File: config.mk
export PLATFORM = sky130hd
export DESIGN_NAME = mem_cmd_ctrl_flat
export DESIGN_NICKNAME = d
export VERILOG_FILES = /design/src/rtl/mem_cmd_ctrl_if.sv /design/src/rtl/mem_cmd_ctrl.sv /design/src/flat_wrapper.sv
export SDC_FILE = /design/constraint.sdc
export NUM_CORES = 1
export LEC_CHECK = 0
export ABC_AREA = 1
export BUFFER_PORTS_ARGS = -buffer_cell sky130_fd_sc_hd__buf_2
export CAP_MARGIN = 25
export CORE_ASPECT_RATIO = 1.75
export CORE_MARGIN = 1
export CORE_UTILIZATION = 30
export CTS_CLUSTER_DIAMETER = 40
export DETAILED_ROUTE_END_ITERATION = 8
export PLACE_DENSITY = 0.61
export SYNTH_ARGS = -nofsm -noshare
export SYNTH_HDL_FRONTEND = slang
export SYNTH_SLANG_ARGS = --single-unit
File: constraint.sdc
create_clock -name clk -period 2.6 [get_ports clk]
set_input_delay 0.52 -clock clk [delete_from_list [all_inputs] [get_ports clk]]
set_output_delay 0.52 -clock clk [all_outputs]
set_load 0.05 [all_outputs]
File: src/rtl/mem_cmd_ctrl_if.sv
// Byte-stream command, memory port and read-return signals of mem_cmd_ctrl.
// The controller takes the slave side; the upstream/memory environment takes the master side.
interface mem_cmd_ctrl_if;
    logic [7:0] in_data;
    logic       in_valid;
    logic       in_ready;
    logic       mem_we;
    logic [3:0] mem_addr;
    logic [7:0] mem_wdata;
    logic [7:0] mem_rdata;
    logic [7:0] out_data;
    logic       out_valid;
    logic       out_ready;
    logic       err;

    modport slave (
        input  in_data, in_valid, mem_rdata, out_ready,
        output in_ready, mem_we, mem_addr, mem_wdata, out_data, out_valid, err
    );

    modport master (
        output in_data, in_valid, mem_rdata, out_ready,
        input  in_ready, mem_we, mem_addr, mem_wdata, out_data, out_valid, err
    );
endinterface

File: src/rtl/mem_cmd_ctrl.sv
// Command controller in front of a DEPTH-entry byte memory: decodes WRITE/READ/FILL
// opcodes from a valid/ready byte stream and returns read data on a valid/ready stream.
module mem_cmd_ctrl #(
    parameter int DEPTH = 10
) (
    input logic          clk,
    input logic          rst_n,
    mem_cmd_ctrl_if.slave bus
);
    localparam logic [2:0] S_IDLE   = 3'd0;
    localparam logic [2:0] S_WDATA  = 3'd1;
    localparam logic [2:0] S_FCOUNT = 3'd2;
    localparam logic [2:0] S_FDATA  = 3'd3;
    localparam logic [2:0] S_RADDR  = 3'd4;
    localparam logic [2:0] S_RWAIT  = 3'd5;
    localparam logic [2:0] S_RSEND  = 3'd6;

    localparam logic [4:0] DEPTH_W   = 5'(DEPTH);
    localparam logic [3:0] LAST_ADDR = 4'(DEPTH - 1);

    logic [2:0] state;
    logic [3:0] cur_addr;
    logic       bad;
    logic [7:0] remain;
    logic       mem_we;
    logic [3:0] mem_addr;
    logic [7:0] mem_wdata;
    logic [7:0] out_data;
    logic       out_valid;
    logic       err;

    logic       accept;
    logic [1:0] op;
    logic [3:0] op_addr;
    logic       op_bad;

    assign op      = bus.in_data[7:6];
    assign op_addr = bus.in_data[3:0];
    assign op_bad  = {1'b0, op_addr} >= DEPTH_W;

    // NOTE: in_ready depends only on the state register; rst_n gating keeps it low during reset.
    assign bus.in_ready = rst_n && (state == S_IDLE || state == S_WDATA ||
                                    state == S_FCOUNT || state == S_FDATA);
    assign accept = bus.in_valid && bus.in_ready;

    assign bus.mem_we    = mem_we;
    assign bus.mem_addr  = mem_addr;
    assign bus.mem_wdata = mem_wdata;
    assign bus.out_data  = out_data;
    assign bus.out_valid = out_valid;
    assign bus.err       = err;

    always_ff @(posedge clk or negedge rst_n) begin
        if (!rst_n) begin
            state     <= S_IDLE;
            cur_addr  <= '0;
            bad       <= 1'b0;
            remain    <= '0;
            mem_we    <= 1'b0;
            mem_addr  <= '0;
            mem_wdata <= '0;
            out_data  <= '0;
            out_valid <= 1'b0;
            err       <= 1'b0;
        end else begin
            // NOTE: default-low each cycle makes mem_we a single-cycle strobe per write.
            mem_we <= 1'b0;
            case (state)
                S_IDLE: if (accept) begin
                    cur_addr <= op_addr;
                    bad      <= op_bad;
                    case (op)
                        2'b00: if (bus.in_data[5]) err <= 1'b0;
                        2'b01: begin
                            if (op_bad) err <= 1'b1;
                            state <= S_WDATA;
                        end
                        2'b10: begin
                            if (op_bad) err <= 1'b1;
                            else        mem_addr <= op_addr;
                            state <= S_RADDR;
                        end
                        default: begin
                            if (op_bad) err <= 1'b1;
                            state <= S_FCOUNT;
                        end
                    endcase
                end
                S_WDATA: if (accept) begin
                    if (!bad) begin
                        mem_we    <= 1'b1;
                        mem_addr  <= cur_addr;
                        mem_wdata <= bus.in_data;
                    end
                    state <= S_IDLE;
                end
                S_FCOUNT: if (accept) begin
                    remain <= bus.in_data;
                    state  <= (bus.in_data == 8'd0) ? S_IDLE : S_FDATA;
                end
                // Bad fills still count down so the stream stays framed.
                S_FDATA: if (accept) begin
                    if (!bad) begin
                        mem_we    <= 1'b1;
                        mem_addr  <= cur_addr;
                        mem_wdata <= bus.in_data;
                    end
                    cur_addr <= (cur_addr == LAST_ADDR) ? 4'd0 : cur_addr + 4'd1;
                    remain   <= remain - 8'd1;
                    if (remain == 8'd1) state <= S_IDLE;
                end
                S_RADDR: state <= S_RWAIT;
                S_RWAIT: begin
                    if (bad) begin
                        state <= S_IDLE;
                    end else begin
                        out_data  <= bus.mem_rdata;
                        out_valid <= 1'b1;
                        state     <= S_RSEND;
                    end
                end
                S_RSEND: if (bus.out_ready) begin
                    out_valid <= 1'b0;
                    state     <= S_IDLE;
                end
                default: state <= S_IDLE;
            endcase
        end
    end
endmodule

File: src/flat_wrapper.sv
// flat-port wrapper written by rule: the top's interface ports become plain ports
module mem_cmd_ctrl_flat 
#(
    parameter int DEPTH = 10
)
  (clk, rst_n, bus_in_data, bus_in_valid, bus_mem_rdata, bus_out_ready, bus_in_ready, bus_mem_we, bus_mem_addr, bus_mem_wdata, bus_out_data, bus_out_valid, bus_err);
  mem_cmd_ctrl_if bus_i ();
  input logic clk;
  input logic rst_n;
  input wire logic [$bits(bus_i.in_data)-1:0] bus_in_data;
  input wire logic [$bits(bus_i.in_valid)-1:0] bus_in_valid;
  input wire logic [$bits(bus_i.mem_rdata)-1:0] bus_mem_rdata;
  input wire logic [$bits(bus_i.out_ready)-1:0] bus_out_ready;
  output wire logic [$bits(bus_i.in_ready)-1:0] bus_in_ready;
  output wire logic [$bits(bus_i.mem_we)-1:0] bus_mem_we;
  output wire logic [$bits(bus_i.mem_addr)-1:0] bus_mem_addr;
  output wire logic [$bits(bus_i.mem_wdata)-1:0] bus_mem_wdata;
  output wire logic [$bits(bus_i.out_data)-1:0] bus_out_data;
  output wire logic [$bits(bus_i.out_valid)-1:0] bus_out_valid;
  output wire logic [$bits(bus_i.err)-1:0] bus_err;
  assign bus_i.in_data = bus_in_data;
  assign bus_i.in_valid = bus_in_valid;
  assign bus_i.mem_rdata = bus_mem_rdata;
  assign bus_i.out_ready = bus_out_ready;
  assign bus_in_ready = bus_i.in_ready;
  assign bus_mem_we = bus_i.mem_we;
  assign bus_mem_addr = bus_i.mem_addr;
  assign bus_mem_wdata = bus_i.mem_wdata;
  assign bus_out_data = bus_i.out_data;
  assign bus_out_valid = bus_i.out_valid;
  assign bus_err = bus_i.err;
  mem_cmd_ctrl #(.DEPTH(DEPTH)) u_core (.clk(clk), .rst_n(rst_n), .bus(bus_i));
endmodule
# Yosys cells after proc, flatten, opt, wreduce, memory -nomap -nowiden
# Cells that the tools add are included.
# word_totals
register_bits	39
out_inout_bits	24
elab_cells	92
# classes
n_addsub	2
n_lt_le_gt_ge	1
n_eq_ne	23
mux	32
bitwise_logic	1
reduce_logical	23
# op_table
operator	n
$mux 4	8
$mux 3	7
$pmux 3 s7	1
$mux 8	2
$ne 2x2->1 const B	8
$pmux 4 s2	2
$pmux 8 s2	1
$reduce_and 3->1	4
$ne 2x1->1 const B	5
$reduce_bool 2->1	5
$eq 3x3->1 const B	3
$pmux 3 s3	1
$eq 8x1->1 const B	1
$logic_not 8->1	1
$mux 1	8
$sub 8x1->8 const B	1
$reduce_and 7->1	1
$eq 3x2->1 const B	2
$reduce_and 6->1	1
$add 4x1->4 const B	1
$eq 4x4->1 const B	1
$ge 4x4->1 const B	1
$reduce_and 2->1	2
$reduce_and 4->1	1
11 further kinds	14

# Longest topological paths before layout
# depth
word_depth	8
mapped_depth	9
ltp_nobuf	8

# Worst setup path after synthesis
# OpenSTA, ideal clock, no wires.
# synth_path
path_kind	in2out
startpoint	in rst_n
endpoint	out bus_in_ready
arrival_time_ps	1186
setup_slack_ps	894
path_stages	2
path_cell_list	inv_1 -> nor2_1
# synth_via
elab_chain_len	1
# synth_lines
item	line_no	text
start, declared	flat_wrapper.sv:9	input logic rst_n;
$logic_and 1x1->1	mem_cmd_ctrl.sv:42	assign bus.in_ready = rst_n && (state == S_IDLE || state == S_WDATA ||
end, declared	flat_wrapper.sv:14	output wire logic [$bits(bus_i.in_ready)-1:0] bus_in_ready;
# No other way between the ends.

# Worst setup path after layout
# layout_path
startpoint	reg u_core.state[2]
endpoint	out bus_in_ready
# layout_via
elab_chain_len	5
elab_cells_between_ends	8
# layout_lines
item	line_no	text
start, declared	mem_cmd_ctrl.sv:21	logic [2:0] state;
start signal, assigned	mem_cmd_ctrl.sv:99	state <= (bus.in_data == 8'd0) ? S_IDLE : S_FDATA;
$eq 3x1->1 / $logic_not 3->1 (equally long branches)	mem_cmd_ctrl.sv:42	
$logic_or 1x1->1 (2 in series)	mem_cmd_ctrl.sv:42	
$logic_or 1x1->1 (*)	mem_cmd_ctrl.sv:43	state == S_FCOUNT || state == S_FDATA);
$logic_and 1x1->1 (*)	mem_cmd_ctrl.sv:42	
# Every way passes the cells marked *; elsewhere a longest branch is shown, timed or not.

==> results_dict.tcl <==
set metrics [dict create \
    fin_setup_tns_ps 0 \
    syn-num-nets 314 \
    die_x_um 66.77 \
    cts-root-buf "clkbuf_16" \
    die_h_um 115.3 \
    maxCapViolCount 0 \
    placed_cells 414 \
    worstMarginPinSlew_ps 440.8 \
    end_kind "primary output" \
    synth-main-ff-cell "dfrtp_1" \
    p_comb_frac 0.467 \
    htreeDepth 2 \
    yosysMostFrequentCell "nand2_1" \
    p_per_area_nw_per_um2 1273 \
    slew_viol_final 0 \
    min_period_over_period 0.6697 \
    startpoint_type "flip-flop" \
    rsz0062_at_grt "no" \
    cts_resized 0 \
    stdcell_count 422 \
    synth_seq_area_share 0.4432 \
    synthCells 288 \
    cp_slowest_stage_delay_ps 520 \
    wirelength_mm 5.445 \
    synth_edf_count 0 \
    drive_above_1_share 0.2083 \
    coreArea_um2 7131 \
    hpwl_mm 4.349 \
    ys_ff_latch 39 \
    grt_pass1_vias 1989 \
    seqPwrFrac 0.321 \
    p_leak_uw 0.001420 \
    clock_latency_ps 280 \
    cp_cell_sequence "nor2_1 -> buf_2" \
    seqCellArea_um2 975.9 \
    internal-power_uw 1750 \
    critPathArrivalTime_ps 1220 \
    nets 361 \
    cts-buffers-inserted 5 \
    crit_type "reg -> out" \
    via_per_inst 4.808 \
    netSwitchingPower_uw 1639 \
    cp.required_ps 2080 \
    grt_max_degree 23 \
    clock_path_buffers 2 \
    antenna_found_initial 0 \
    synth_largest_area_cell "dfrtp_1" \
    finalWorstSetupSlack_ps 858.9 \
    route.detailed.drc 0 \
    gp_routability_congestion 0.8681 \
    p_sw_frac 0.4835 \
    syn_to_final_growth_pct 20.85 \
    max_freq_mhz 574.3 \
    hold_ws_ps 267.1 \
    maxSlewHeadroom 0.7054 \
    status "finished, final reports clean" \
    ys_top_cells_by_area "dfrtp_1 (44%), nand2_1 (16%), o21ai_0 (8.4%)" \
    wl_per_cell_um 12.90 \
    synth.distinct_cells 24 \
    ctsHoldBuffers 0 \
    diodes 0 \
    yosysWarnings 0 \
    preCtsSetupSlack_ps 894.9 \
    syn_area_um2 2202 \
    grt_usage 0.1589 \
    ant_nets 0 \
    fin_crit_ps 1741 \
    setup_viol 0 \
    slowest_stage "dfrtp_1" \
    path_clk_slew_ps 60 \
    grt_pass1_wl_mm 9.011 \
    dr.pass1.iters 4 \
    first_iter_violations 51 \
    power.share.clock 0.211 \
    post_cts_buffers 0 \
    start_util 0.3088 \
    synth_top_area_share 0.4432 \
    crit_fanout 7 \
    async_reset_ff_frac 1.000 \
    dieArea_um2 7700 \
    fin_util 0.3732 \
    ios 44 \
    finalHoldViolCount 0 \
    cts.sinks 39 \
    multi_input_area_um2 1030 \
    skew_ps 3.381 \
    grt_overflow 0 \
    timing.critical_path.from "u_core.state[2]$_DFFE_PN0P_" \
    syn_avg_cell_area_um2 7.646 \
    cts_tree "done" \
    rows 41 \
    irDropWorstVdd_uv 679.5 \
    num_vias 2029 \
    fillCellCount 737 \
    timing.rr.start "u_core.state[0]$_DFFE_PN0P_" \
    port_buffers 43 \
    ys_top_cells_by_count "nand2_1 (96), dfrtp_1 (39), o21ai_0 (37), inv_1 (31), nor2_1 (24)" \
    hold_class "in -> async" \
]
==> registers in the layout, summed over array words and instances, names as in the netlist <==
name / count
u_core.remain: 8
u_core.bus.err: 1
u_core.cur_addr: 4
u_core.bus.mem_we: 1
u_core.bus.out_valid: 1
u_core.bus.out_data: 8
u_core.state: 3
u_core.bus.mem_wdata: 8
u_core.bad: 1
u_core.bus.mem_addr: 4
==> kinds of logic (layout without fill, tap and decap cells) <==
logic type	after synthesis	in the layout	share of synthesized area
simple gates	152	152	0.3091
compound gates	51	51	0.1244
buf+inv	40	88	0.08921
flops	39	39	0.4432
fa+ha+maj	6	6	0.03409
==> power by group through the flow <==
stage	combinational (µW)	sequential, µW	clock (µW)
final	1580	1090	716
after detailed placement	1590	1100	0
after global routing	1750	1130	754
after CTS	1600	1090	733
after global placement	1570	1090	0
after floorplan	738	1560	0
==> worst max-delay path, delay by kind of cell (launching register included) <==
family / cells / cell delay (ps)
buffers and inverters: 1 / 270
and+or+nand+nor: 1 / 150
DFF: 1 / 520
==> area by class of cell <==
class | count | share of cell area
sequential | 39 | 0.3667
clock buffer | 6 | 0.05219
inverter | 35 | 0.05407
multi-input combinational | 209 | 0.3869
clock inverter | 2 | 0.01316
timing repair buffer | 45 | 0.08651
tap | 86 | 0.04043
==> metrics by stage <==
stage	total power, µW	area, µm²
after floorplan	2301	2202
after global placement	2659	2487
after detailed placement	2689	2487
after CTS	3423	2661
after global routing	3630	2661
final	3389	2661
==> layer usage <==
| layer | up-vias | GRT usage | part of all wire |
|---|---|---|---|
| met5 | - | 0 | 0 |
| met4 | 0 | 0.1021 | 0.041 |
| met3 | 18 | 0.02381 | 0.031 |
| met2 | 54 | 0.2983 | 0.57 |
| met1 | 948 | 0.1541 | 0.36 |
| li1 | 1009 | - | - |
==> placed cells by master (no fill, tap or decap) <==
cell type,count
a21oi_4,1
clkbuf_16,5
nor3_1,1
buf_2,43
clkinv_2,1
inv_2,3
buf_4,2
bufinv_16,1
nand3_2,1
o21ai_0,37
nor2_4,2
nor2_2,1
nor2_8,1
nor2_1,24
nand3_4,2
nand3_1,20
ha_1,6
clkbuf_8,1
inv_1,31
a21oi_1,9
a21oi_2,2
dfrtp_1,39
nand2_2,2
inv_12,1
o21ai_1,2
nand4_1,1
nand2_1,96
nand4_2,1
==> worst paths after layout <==
kind,to,slack [ps],depth (start not counted)
hold reg to reg,u_core.bus.mem_addr[0]$_DFFE_PN0P_,470,2
setup reg to reg,u_core.state[1]$_DFFE_PN0P_,1010,6
setup / recovery,bus_in_ready,860,2
max in group asynchronous,u_core.remain[0]$_DFFE_PN0P_,2080,2
hold / removal,u_core.bus.out_data[0]$_DFFE_PN0P_,270,2
min in group clk,u_core.bus.mem_addr[0]$_DFFE_PN0P_,470,2
(Power assumes the default switching activity.)
